--- config.mk ---
export PLATFORM = sky130hd
export DESIGN_NAME = csr_timer_unit_flat
export DESIGN_NICKNAME = d
export VERILOG_FILES = /design/src/rtl/csr_timer_unit_pkg.sv /design/src/rtl/csr_timer_unit_if.sv /design/src/rtl/csr_timer_chan.sv /design/src/rtl/csr_timer_unit.sv /design/src/flat_wrapper.sv
export SDC_FILE = /design/constraint.sdc
export NUM_CORES = 1
export LEC_CHECK = 0
export ABC_CLOCK_PERIOD_IN_PS = 7500
export CAP_MARGIN = 10
export CORE_ASPECT_RATIO = 2
export CORE_MARGIN = 1
export CORE_UTILIZATION = 30
export CTS_CLUSTER_SIZE = 12
export DETAILED_ROUTE_END_ITERATION = 16
export GPL_TIMING_DRIVEN = 1
export MAX_ROUTING_LAYER = met4
export PLACE_DENSITY = 0.58
export SLEW_MARGIN = 20
export SYNTH_ARGS = -nofsm -noshare
export SYNTH_HDL_FRONTEND = slang
export SYNTH_SLANG_ARGS = --single-unit
--- constraint.sdc ---
create_clock -name clk -period 7.5 [get_ports clk]
set_clock_uncertainty 0.05 [all_clocks]
set_input_delay 1.5 -clock clk [delete_from_list [all_inputs] [get_ports clk]]
set_output_delay 1.5 -clock clk [all_outputs]
set_load 0.01 [all_outputs]
--- src/rtl/csr_timer_unit_pkg.sv ---
// Shared CSR addresses, TCFG field positions and the per-channel address decoder
// used by the timer unit.
package csr_timer_unit_pkg;

    localparam logic [13:0] CSR_TID          = 14'h040;
    localparam logic [13:0] CSR_TCFG_BASE    = 14'h041;
    localparam logic [13:0] CSR_TVAL_BASE    = 14'h042;
    localparam logic [13:0] CSR_TICLR_BASE   = 14'h044;
    localparam logic [13:0] CSR_TIMER_STRIDE = 14'd8;

    localparam int TCFG_EN       = 0;
    localparam int TCFG_PER      = 1;
    localparam int TCFG_INITV_LO = 2;

    typedef enum logic [1:0] {
        SEL_NONE,
        SEL_TCFG,
        SEL_TVAL,
        SEL_TICLR
    } chan_sel_e;

    function automatic chan_sel_e chan_decode(input logic [13:0] num, input int unsigned idx);
        logic [13:0] off;
        off = 14'(idx) * CSR_TIMER_STRIDE;
        if (num == CSR_TCFG_BASE + off)  return SEL_TCFG;
        if (num == CSR_TVAL_BASE + off)  return SEL_TVAL;
        if (num == CSR_TICLR_BASE + off) return SEL_TICLR;
        return SEL_NONE;
    endfunction

endpackage

--- src/rtl/csr_timer_unit_if.sv ---
// CSR access bus between the pipeline EXE/WB stage (master) and the timer unit (slave).
interface csr_timer_unit_if;
    logic        csr_we;
    logic [13:0] csr_num;
    logic [31:0] csr_wmask;
    logic [31:0] csr_wdata;
    logic [31:0] csr_rdata;
    logic        csr_hit;

    modport master (
        output csr_we, csr_num, csr_wmask, csr_wdata,
        input  csr_rdata, csr_hit
    );

    modport slave (
        input  csr_we, csr_num, csr_wmask, csr_wdata,
        output csr_rdata, csr_hit
    );
endinterface

--- src/rtl/csr_timer_chan.sv ---
// One countdown timer channel: TCFG, TVAL and the interrupt-pending flag, with the
// write / clear / expiry priority resolved in a single next-state block.
module csr_timer_chan
    import csr_timer_unit_pkg::*;
#(
    parameter int TIMER_W = 32
) (
    input  logic               clk,
    input  logic               resetn,
    input  logic               tcfg_we,
    input  logic               ticlr_we,
    input  logic [TIMER_W-1:0] wmask,
    input  logic [TIMER_W-1:0] wdata,
    output logic [TIMER_W-1:0] tcfg,
    output logic [TIMER_W-1:0] tval,
    output logic               pending
);

    logic [TIMER_W-1:0] tcfg_reg, tcfg_next;
    logic [TIMER_W-1:0] tval_reg, tval_next;
    logic               pending_reg, pending_next;
    logic [TIMER_W-1:0] tcfg_wr;
    logic               expire;

    always_comb begin
        tcfg_wr      = (wmask & wdata) | (~wmask & tcfg_reg);
        expire       = tcfg_reg[TCFG_EN] && (tval_reg == '0);
        tcfg_next    = tcfg_reg;
        tval_next    = tval_reg;
        pending_next = pending_reg;

        if (tcfg_we) begin
            tcfg_next = tcfg_wr;
            tval_next = {tcfg_wr[TIMER_W-1:TCFG_INITV_LO], 2'b00};
        end else if (tcfg_reg[TCFG_EN]) begin
            if (!expire)
                tval_next = tval_reg - TIMER_W'(1);
            else if (tcfg_reg[TCFG_PER])
                tval_next = {tcfg_reg[TIMER_W-1:TCFG_INITV_LO], 2'b00};
            else
                tcfg_next[TCFG_EN] = 1'b0;
        end

        // An expiry on the same edge as a clear keeps the interrupt pending.
        if (expire)
            pending_next = 1'b1;
        else if (ticlr_we && wmask[0] && wdata[0])
            pending_next = 1'b0;
    end

    always_ff @(posedge clk or negedge resetn) begin
        if (!resetn) begin
            tcfg_reg    <= '0;
            tval_reg    <= '0;
            pending_reg <= 1'b0;
        end else begin
            tcfg_reg    <= tcfg_next;
            tval_reg    <= tval_next;
            pending_reg <= pending_next;
        end
    end

    assign tcfg    = tcfg_reg;
    assign tval    = tval_reg;
    assign pending = pending_reg;

endmodule

--- src/rtl/csr_timer_unit.sv ---
// Timer/interrupt-source unit: N_TIMER countdown channels, stable counter, TID and
// interrupt-line synchronisers behind a combinational CSR read port.
module csr_timer_unit
    import csr_timer_unit_pkg::*;
#(
    parameter int N_TIMER     = 2,
    parameter int TIMER_W     = 32,
    parameter int CNT_W       = 64,
    parameter int N_HWI       = 8,
    parameter int SYNC_STAGES = 2
) (
    input  logic               clk,
    input  logic               resetn,
    csr_timer_unit_if.slave    bus,
    input  logic [N_HWI-1:0]   hard_int_in,
    input  logic               ipi_int_in,
    output logic [N_HWI-1:0]   hwi_sync,
    output logic               ipi_sync,
    output logic [N_TIMER-1:0] ti_pending,
    output logic [CNT_W-1:0]   stable_cnt,
    output logic [31:0]        counter_id
);

    logic [31:0]      tid_reg;
    logic [CNT_W-1:0] stable_cnt_reg;
    logic [N_HWI:0]   sync_reg [SYNC_STAGES];
    logic             tid_hit;
    logic [31:0]      chan_rdata [N_TIMER];
    logic [N_TIMER-1:0] chan_hit;
    logic [31:0]      rdata_mux;
    logic             hit_mux;

    assign tid_hit = (bus.csr_num == CSR_TID);

    generate
        for (genvar gi = 0; gi < N_TIMER; gi++) begin : g_chan
            chan_sel_e          sel;
            logic [TIMER_W-1:0] tcfg;
            logic [TIMER_W-1:0] tval;

            assign sel = chan_decode(bus.csr_num, gi);

            csr_timer_chan #(.TIMER_W(TIMER_W)) u_chan (
                .clk      (clk),
                .resetn   (resetn),
                .tcfg_we  (bus.csr_we && (sel == SEL_TCFG)),
                .ticlr_we (bus.csr_we && (sel == SEL_TICLR)),
                .wmask    (bus.csr_wmask[TIMER_W-1:0]),
                .wdata    (bus.csr_wdata[TIMER_W-1:0]),
                .tcfg     (tcfg),
                .tval     (tval),
                .pending  (ti_pending[gi])
            );

            // TICLR decodes as a hit but always reads back as zero.
            assign chan_hit[gi]   = (sel != SEL_NONE);
            assign chan_rdata[gi] = (sel == SEL_TCFG) ? 32'(tcfg) :
                                    (sel == SEL_TVAL) ? 32'(tval) : 32'd0;
        end
    endgenerate

    always_comb begin
        rdata_mux = tid_hit ? tid_reg : 32'd0;
        hit_mux   = tid_hit;
        for (int i = 0; i < N_TIMER; i++) begin
            rdata_mux = rdata_mux | chan_rdata[i];
            hit_mux   = hit_mux | chan_hit[i];
        end
    end

    assign bus.csr_rdata = rdata_mux;
    assign bus.csr_hit   = hit_mux;

    always_ff @(posedge clk or negedge resetn) begin
        if (!resetn) begin
            tid_reg        <= '0;
            stable_cnt_reg <= '0;
            for (int i = 0; i < SYNC_STAGES; i++)
                sync_reg[i] <= '0;
        end else begin
            if (bus.csr_we && tid_hit)
                tid_reg <= (bus.csr_wmask & bus.csr_wdata) | (~bus.csr_wmask & tid_reg);
            stable_cnt_reg <= stable_cnt_reg + CNT_W'(1);
            sync_reg[0]    <= {ipi_int_in, hard_int_in};
            for (int i = 1; i < SYNC_STAGES; i++)
                sync_reg[i] <= sync_reg[i-1];
        end
    end

    assign hwi_sync   = sync_reg[SYNC_STAGES-1][N_HWI-1:0];
    assign ipi_sync   = sync_reg[SYNC_STAGES-1][N_HWI];
    assign stable_cnt = stable_cnt_reg;
    assign counter_id = tid_reg;

endmodule

--- src/flat_wrapper.sv ---
// flat-port wrapper written by rule: the top's interface ports become plain ports
module csr_timer_unit_flat import csr_timer_unit_pkg::*;
#(
    parameter int N_TIMER     = 2,
    parameter int TIMER_W     = 32,
    parameter int CNT_W       = 64,
    parameter int N_HWI       = 8,
    parameter int SYNC_STAGES = 2
)
  (clk, resetn, hard_int_in, ipi_int_in, hwi_sync, ipi_sync, ti_pending, stable_cnt, counter_id, bus_csr_we, bus_csr_num, bus_csr_wmask, bus_csr_wdata, bus_csr_rdata, bus_csr_hit);
  csr_timer_unit_if bus_i ();
  input  logic clk;
  input  logic resetn;
  input  logic [N_HWI-1:0] hard_int_in;
  input  logic ipi_int_in;
  output logic [N_HWI-1:0] hwi_sync;
  output logic ipi_sync;
  output logic [N_TIMER-1:0] ti_pending;
  output logic [CNT_W-1:0] stable_cnt;
  output logic [31:0] counter_id;
  input wire logic [$bits(bus_i.csr_we)-1:0] bus_csr_we;
  input wire logic [$bits(bus_i.csr_num)-1:0] bus_csr_num;
  input wire logic [$bits(bus_i.csr_wmask)-1:0] bus_csr_wmask;
  input wire logic [$bits(bus_i.csr_wdata)-1:0] bus_csr_wdata;
  output wire logic [$bits(bus_i.csr_rdata)-1:0] bus_csr_rdata;
  output wire logic [$bits(bus_i.csr_hit)-1:0] bus_csr_hit;
  assign bus_i.csr_we = bus_csr_we;
  assign bus_i.csr_num = bus_csr_num;
  assign bus_i.csr_wmask = bus_csr_wmask;
  assign bus_i.csr_wdata = bus_csr_wdata;
  assign bus_csr_rdata = bus_i.csr_rdata;
  assign bus_csr_hit = bus_i.csr_hit;
  csr_timer_unit #(.N_TIMER(N_TIMER), .TIMER_W(TIMER_W), .CNT_W(CNT_W), .N_HWI(N_HWI), .SYNC_STAGES(SYNC_STAGES)) u_core (.clk(clk), .resetn(resetn), .bus(bus_i), .hard_int_in(hard_int_in), .ipi_int_in(ipi_int_in), .hwi_sync(hwi_sync), .ipi_sync(ipi_sync), .ti_pending(ti_pending), .stable_cnt(stable_cnt), .counter_id(counter_id));
endmodule
Word level (Yosys, flattened, before mapping)
Index checks and enable logic that the tools add are counted.
Word-level totals
  output and inout bits: 140
  bits in registers: 244
  word-level logic and storage cells: 112
  bits of input ports: 90
Cells by class
  reductions and logical operators: 21
  equality and inequality tests: 15
  multiplexer cells: 49
  bitwise operators: 12
  $add $sub $neg: 3
Operator list (number)
  two-way mux 32 bit: 13
  bitwise OR 32 bit: 5
  bitwise AND 32 bit: 4
  equality test 14 x 7 -> 1 bit, second input constant: 7
  adder 64 x 1 -> 64 bit, second input constant: 1
  logical NOT 32 bit: 2
  subtractor 32 x 1 -> 32 bit, second input constant: 2
  inverter 32 bit: 1
  two-way mux 1 bit: 24
  two-way mux 2 bit: 12
  nonzero test 2 bit: 6
  logical AND 1 bit: 11
  equality test 2 bit, second input constant: 4
  != test 3 bit, second input constant: 2
  equality test 2 x 1 -> 1 bit, second input constant: 2
  AND reduction 2 bit: 2
  bitwise OR 1 bit: 2

Depth between registers and ports, before layout
  word-level depth: 14
  gate-level depth with buffers: 10
  depth with buffers taken out: 8

By module
Synthesis repeated with hierarchy kept, for this count alone.
Unflattened totals
  cell total of the unflattened synthesis: 1504
  area total of the unflattened synthesis: 14378.8 µm²
Modules (own cells, without submodules)
  csr_timer_chan: cells an instance 449, sequential area each 1626.6 µm², times used 2, area an instance 4149.0 µm²
  csr_timer_unit: cells an instance 606, sequential area each 2852.7 µm², times used 1, area an instance 6080.8 µm²

Worst setup path before layout
Ideal clock, no wire load.
  path type: input-to-output
  start: in bus_csr_num[5]
  end: out bus_csr_rdata[21]
  arrival: 3452 ps
  stages on the path: 7
  required time: 5950 ps
  path buffers: 1
  path slack: 2498 ps
  path through: nor4b_2 > nand2_1 > or4_1 > nor3b_1 > clkbuf_1 > a22oi_1 > o21ai_0
On the way
  word-level cells in the longest chain between the ends: 12
  elaborated cells on any way between the ends: 40
  those cells by class: eq/ne: 11; mux: 27; bitwise: 2
Ends and longest elaborated chain
  start: declaration: line flat_wrapper.sv:22  | input wire logic [$bits(bus_i.csr_num)-1:0] bus_csr_num;
  equality test 14 x 7 -> 1 bit: line csr_timer_unit_pkg.sv:27  | if (num == CSR_TICLR_BASE + off) return SEL_TICLR;
  two-way mux 1 bit (2 in a row): line csr_timer_unit_pkg.sv:27
  two-way mux 1 bit: line csr_timer_unit_pkg.sv:26  | if (num == CSR_TVAL_BASE + off) return SEL_TVAL;
  two-way mux 2 bit: line csr_timer_unit_pkg.sv:28  | return SEL_NONE;
  two-way mux 2 bit: line csr_timer_unit_pkg.sv:27
  two-way mux 2 bit: line csr_timer_unit_pkg.sv:26
  equality test 2 bit: line csr_timer_unit.sv:58  | (sel == SEL_TVAL) ? 32'(tval) : 32'd0;
  two-way mux 32 bit: line csr_timer_unit.sv:58
  two-way mux 32 bit: line csr_timer_unit.sv:57  | assign chan_rdata[gi] = (sel == SEL_TCFG) ? 32'(tcfg) :
  bitwise OR 32 bit: line csr_timer_unit.sv:66  | rdata_mux = rdata_mux | chan_rdata[i];
  bitwise OR 32 bit *: line csr_timer_unit.sv:66
  end: declaration: line flat_wrapper.sv:25  | output wire logic [$bits(bus_i.csr_rdata)-1:0] bus_csr_rdata;
Mark *: on every way between the ends. The rest lies on a longest branch, timed or not. The select of a mux whose other input is x is not followed.

Worst setup path after layout
  start: in bus_csr_num[5]
  end: out bus_csr_rdata[7]
The elaborated chain is that of the path after synthesis.

==> impl_metrics.json <==
{
  "fin_nets": 1777,
  "h-tree-depth": 1,
  "synth_xor_area_frac": 0.0500,
  "slew_viol_final": 0,
  "ys_seq_elements": 244,
  "synth_edf_count": 0,
  "slew_headroom": 0.250,
  "antenna_found_initial": 0,
  "drive_above_1_share": 0.0987,
  "cts_tree": "built",
  "gr-total-overflow": 0,
  "utilization": 0.384,
  "io_pins": 230,
  "wl_per_cell_um": 24.2,
  "hp-class": "flop to flop",
  "cts_made_buffers": 27,
  "postPlaceCellArea_um2": 16700,
  "endpoint_kind": "primary output",
  "cp_max_fo": 11,
  "dieArea_um2": 47100,
  "clk_latency_ns": 0.57,
  "setup_viol": 0,
  "crit_type": "input pin to primary output",
  "die_height_um": 306,
  "hpwl_um": 40800,
  "clkSinkCount": 244,
  "post-route-period-util": 0.873,
  "area_growth_pct": 26.8,
  "core_area_um2": 45700,
  "std_cell_rows": 111,
  "crit_path_start_kind": "input pin",
  "layout.cells.non_filler": 2267,
  "final_area_um2": 17600,
  "ant_nets": 0,
  "grt_pass1_vias": 13100,
  "synth-compound-area-share": 0.175,
  "fmax_mhz": 153,
  "peakVddDrop_v": 0.000182,
  "drt_pass1_iterations": 7,
  "hold_viol_final": 0,
  "syn_inst": 1487,
  "synthArstFlopShare": 1.00,
  "rsz0062_at_grt": "no",
  "fillCellCount": 4531,
  "power.leakage_nw": 7.53,
  "insertedDiodeCount": 0,
  "synth_area_per_cell_um2": 9.31,
  "hold_buffers": 0,
  "ys.flop_type": "dfrtp_1",
  "dp.cells": 2220,
  "worstPathArrival_ns": 4.99,
  "drt-total-wl_um": 54800,
  "initialDrtViolationCount": 928,
  "syn-num-nets": 1580,
  "fin_crit_ns": 6.54,
  "root_buffer": "clkbuf_16",
  "synth_area_um2": 13800,
  "place.gp.congestion": 0.969,
  "ys_seq_area_frac": 0.441,
  "synth_top_family_by_area": "simple AND/OR/NAND/NOR gates",
  "drc": 0,
  "grt_pass1_wl_um": 82000,
  "post_cts_buffers": 0,
  "grt_max_degree": 164,
  "cts_resized": 0,
  "finalSetupTns_ns": 0,
  "initial_core_util": 0.303,
  "vias": 12900,
  "vias_per_cell": 5.70,
  "die_x_um": 154,
  "status": "complete, no violations",
  "ys_warn_count": 0,
  "cts.path.max_buffers": 3,
  "synth_cell_types": 79,
  "grt_usage": 0.238,
  "synth-adder-area-share": 0.00271,
  "tightest_slew_ns": 1.11,
  "maxCapViolCount": 0,
  "clkSlewWorstSetupHoldPaths_ns": 0.06,
  "synth-simple-area-share": 0.199,
  "crit_required_ns": 5.95,
  "p_per_area_nw_per_um2": 165,
  "synthMuxAreaShare": 0.0943,
  "io_buffer_count": 229
}
[placed cells by master (no fill, tap or decap), drive strengths merged, types with 16 or more instances in the layout]
cell type and instances:
dfrtp 244, clkdlybuf4s50 227, nand2 165, nor2 132, o21ai 128, a21oi 83, mux2i 63, mux2 60
nand3 51, xnor2 46, nand4 42, clkbuf 39, nor3 35, xor2 33, a22oi 32, buf 31
inv 28, nor4 28, a21o 17, and3 16, or4 16
[per-stage QoR]
stage / hold slack (ns) / power (W) / worst slack [ns]
6_report: 0.299 / 0.00289 / 0.955
4_1_cts: 0.304 / 0.00293 / 0.997
3_3_place_gp: 0.285 / 0.00156 / 1.06
5_1_grt: 0.313 / 0.00298 / 0.778
2_1_floorplan: 0.281 / 0.00142 / 2.50
3_5_place_dp: 0.286 / 0.00156 / 1.00
[worst max-delay path, cell delays in order]
cell	delay, ns
clkdlybuf4s50_1	0.43
nor4b_2	0.46
nand2_1	0.15
or4_1	0.64
nor3b_4	0.59
buf_4	0.30
a22oi_1	0.11
o21ai_0	0.20
clkdlybuf4s50_1	0.62
[final timing paths]
path / start / end / slack, ns / cells past startpoint
worst min register to register: u_core.sync_reg[16] / u_core.hwi_sync[7] / 0.30 / 0
worst max register to register: u_core.g_chan[0].u_chan.tval[5] / u_core.g_chan[0].u_chan.tval[11] / 3.77 / 7
max in group asynchronous: resetn / asynchronous set/reset pin / 5.14 / 2
worst min-delay path: u_core.sync_reg[16] / u_core.hwi_sync[7] / 0.30 / 0
min in group asynchronous: resetn / u_core.g_chan[1].u_chan.tcfg[3] / 0.86 / 1
worst max-delay path: bus_csr_num[5] / bus_csr_rdata[7] / 0.96 / 9
[layout make-up]
class / instances / area, um2 / area share
well taps: 565 / 707 / 0.0403
clock buffers: 39 / 781 / 0.0445
repair buffers: 258 / 2520 / 0.144
multi-input cells: 1125 / 7250 / 0.413
inverters: 28 / 105 / 0.00599
clock inverters: 8 / 90.1 / 0.00513
flip-flops and latches: 244 / 6110 / 0.348
[report_power, final]
part | total [W] | switching (W) | internal, W
Clock | 0.00136 | 0.000572 | 0.000785
Sequential | 0.00133 | 0.00000819 | 0.00132
Combinational | 0.000200 | 0.000119 | 0.0000815
[cell families (layout without fill, tap and decap cells)]
family                     count (synthesis)  in the layout
and+or+nand+nor                          541            541
AOI/OAI and AO/OA                        379            379
DFF                                      244            244
muxes                                    123            123
buffers and inverters                    118            333
xor gates and xnor gates                  79             79
adders and majority gates                  3              3
[per-layer routing]
| metal | up-vias | global-route usage | part of all wire | wire length (um) |
|---|---|---|---|---|
| li1 | 5814 | - | - | - |
| met5 | - | - | 0 | 0 |
| met1 | 6305 | 0.244 | 0.35 | 19000 |
| met4 | 0 | 0.160 | 0.070 | 3820 |
| met2 | 611 | 0.418 | 0.52 | 28500 |
| met3 | 187 | 0.0331 | 0.063 | 3440 |
[cells in the mapped netlist, types with 12 or more instances]
| library cell | instances | area share |
|---|---|---|
| xor2_1 | 33 | 0.021 |
| inv_1 | 28 | 0.0076 |
| nand4_1 | 41 | 0.019 |
| a21oi_1 | 83 | 0.030 |
| mux2_2 | 59 | 0.048 |
| nand3_1 | 51 | 0.018 |
| a31oi_1 | 12 | 0.0054 |
| xnor2_1 | 46 | 0.029 |
| o211ai_1 | 15 | 0.0081 |
| and3_1 | 16 | 0.0072 |
| mux2i_1 | 63 | 0.046 |
| nor3_1 | 32 | 0.012 |
| dfrtp_1 | 244 | 0.44 |
| nor2_1 | 131 | 0.036 |
| nor4_1 | 18 | 0.0081 |
| o21ai_0 | 120 | 0.043 |
| or4_1 | 14 | 0.0076 |
| a21o_1 | 17 | 0.0092 |
| nand2_1 | 165 | 0.045 |
| buf_2 | 17 | 0.0061 |
| a22oi_1 | 32 | 0.017 |
| clkbuf_1 | 54 | 0.015 |
No activity file was read; power rests on OpenSTA's default activity.
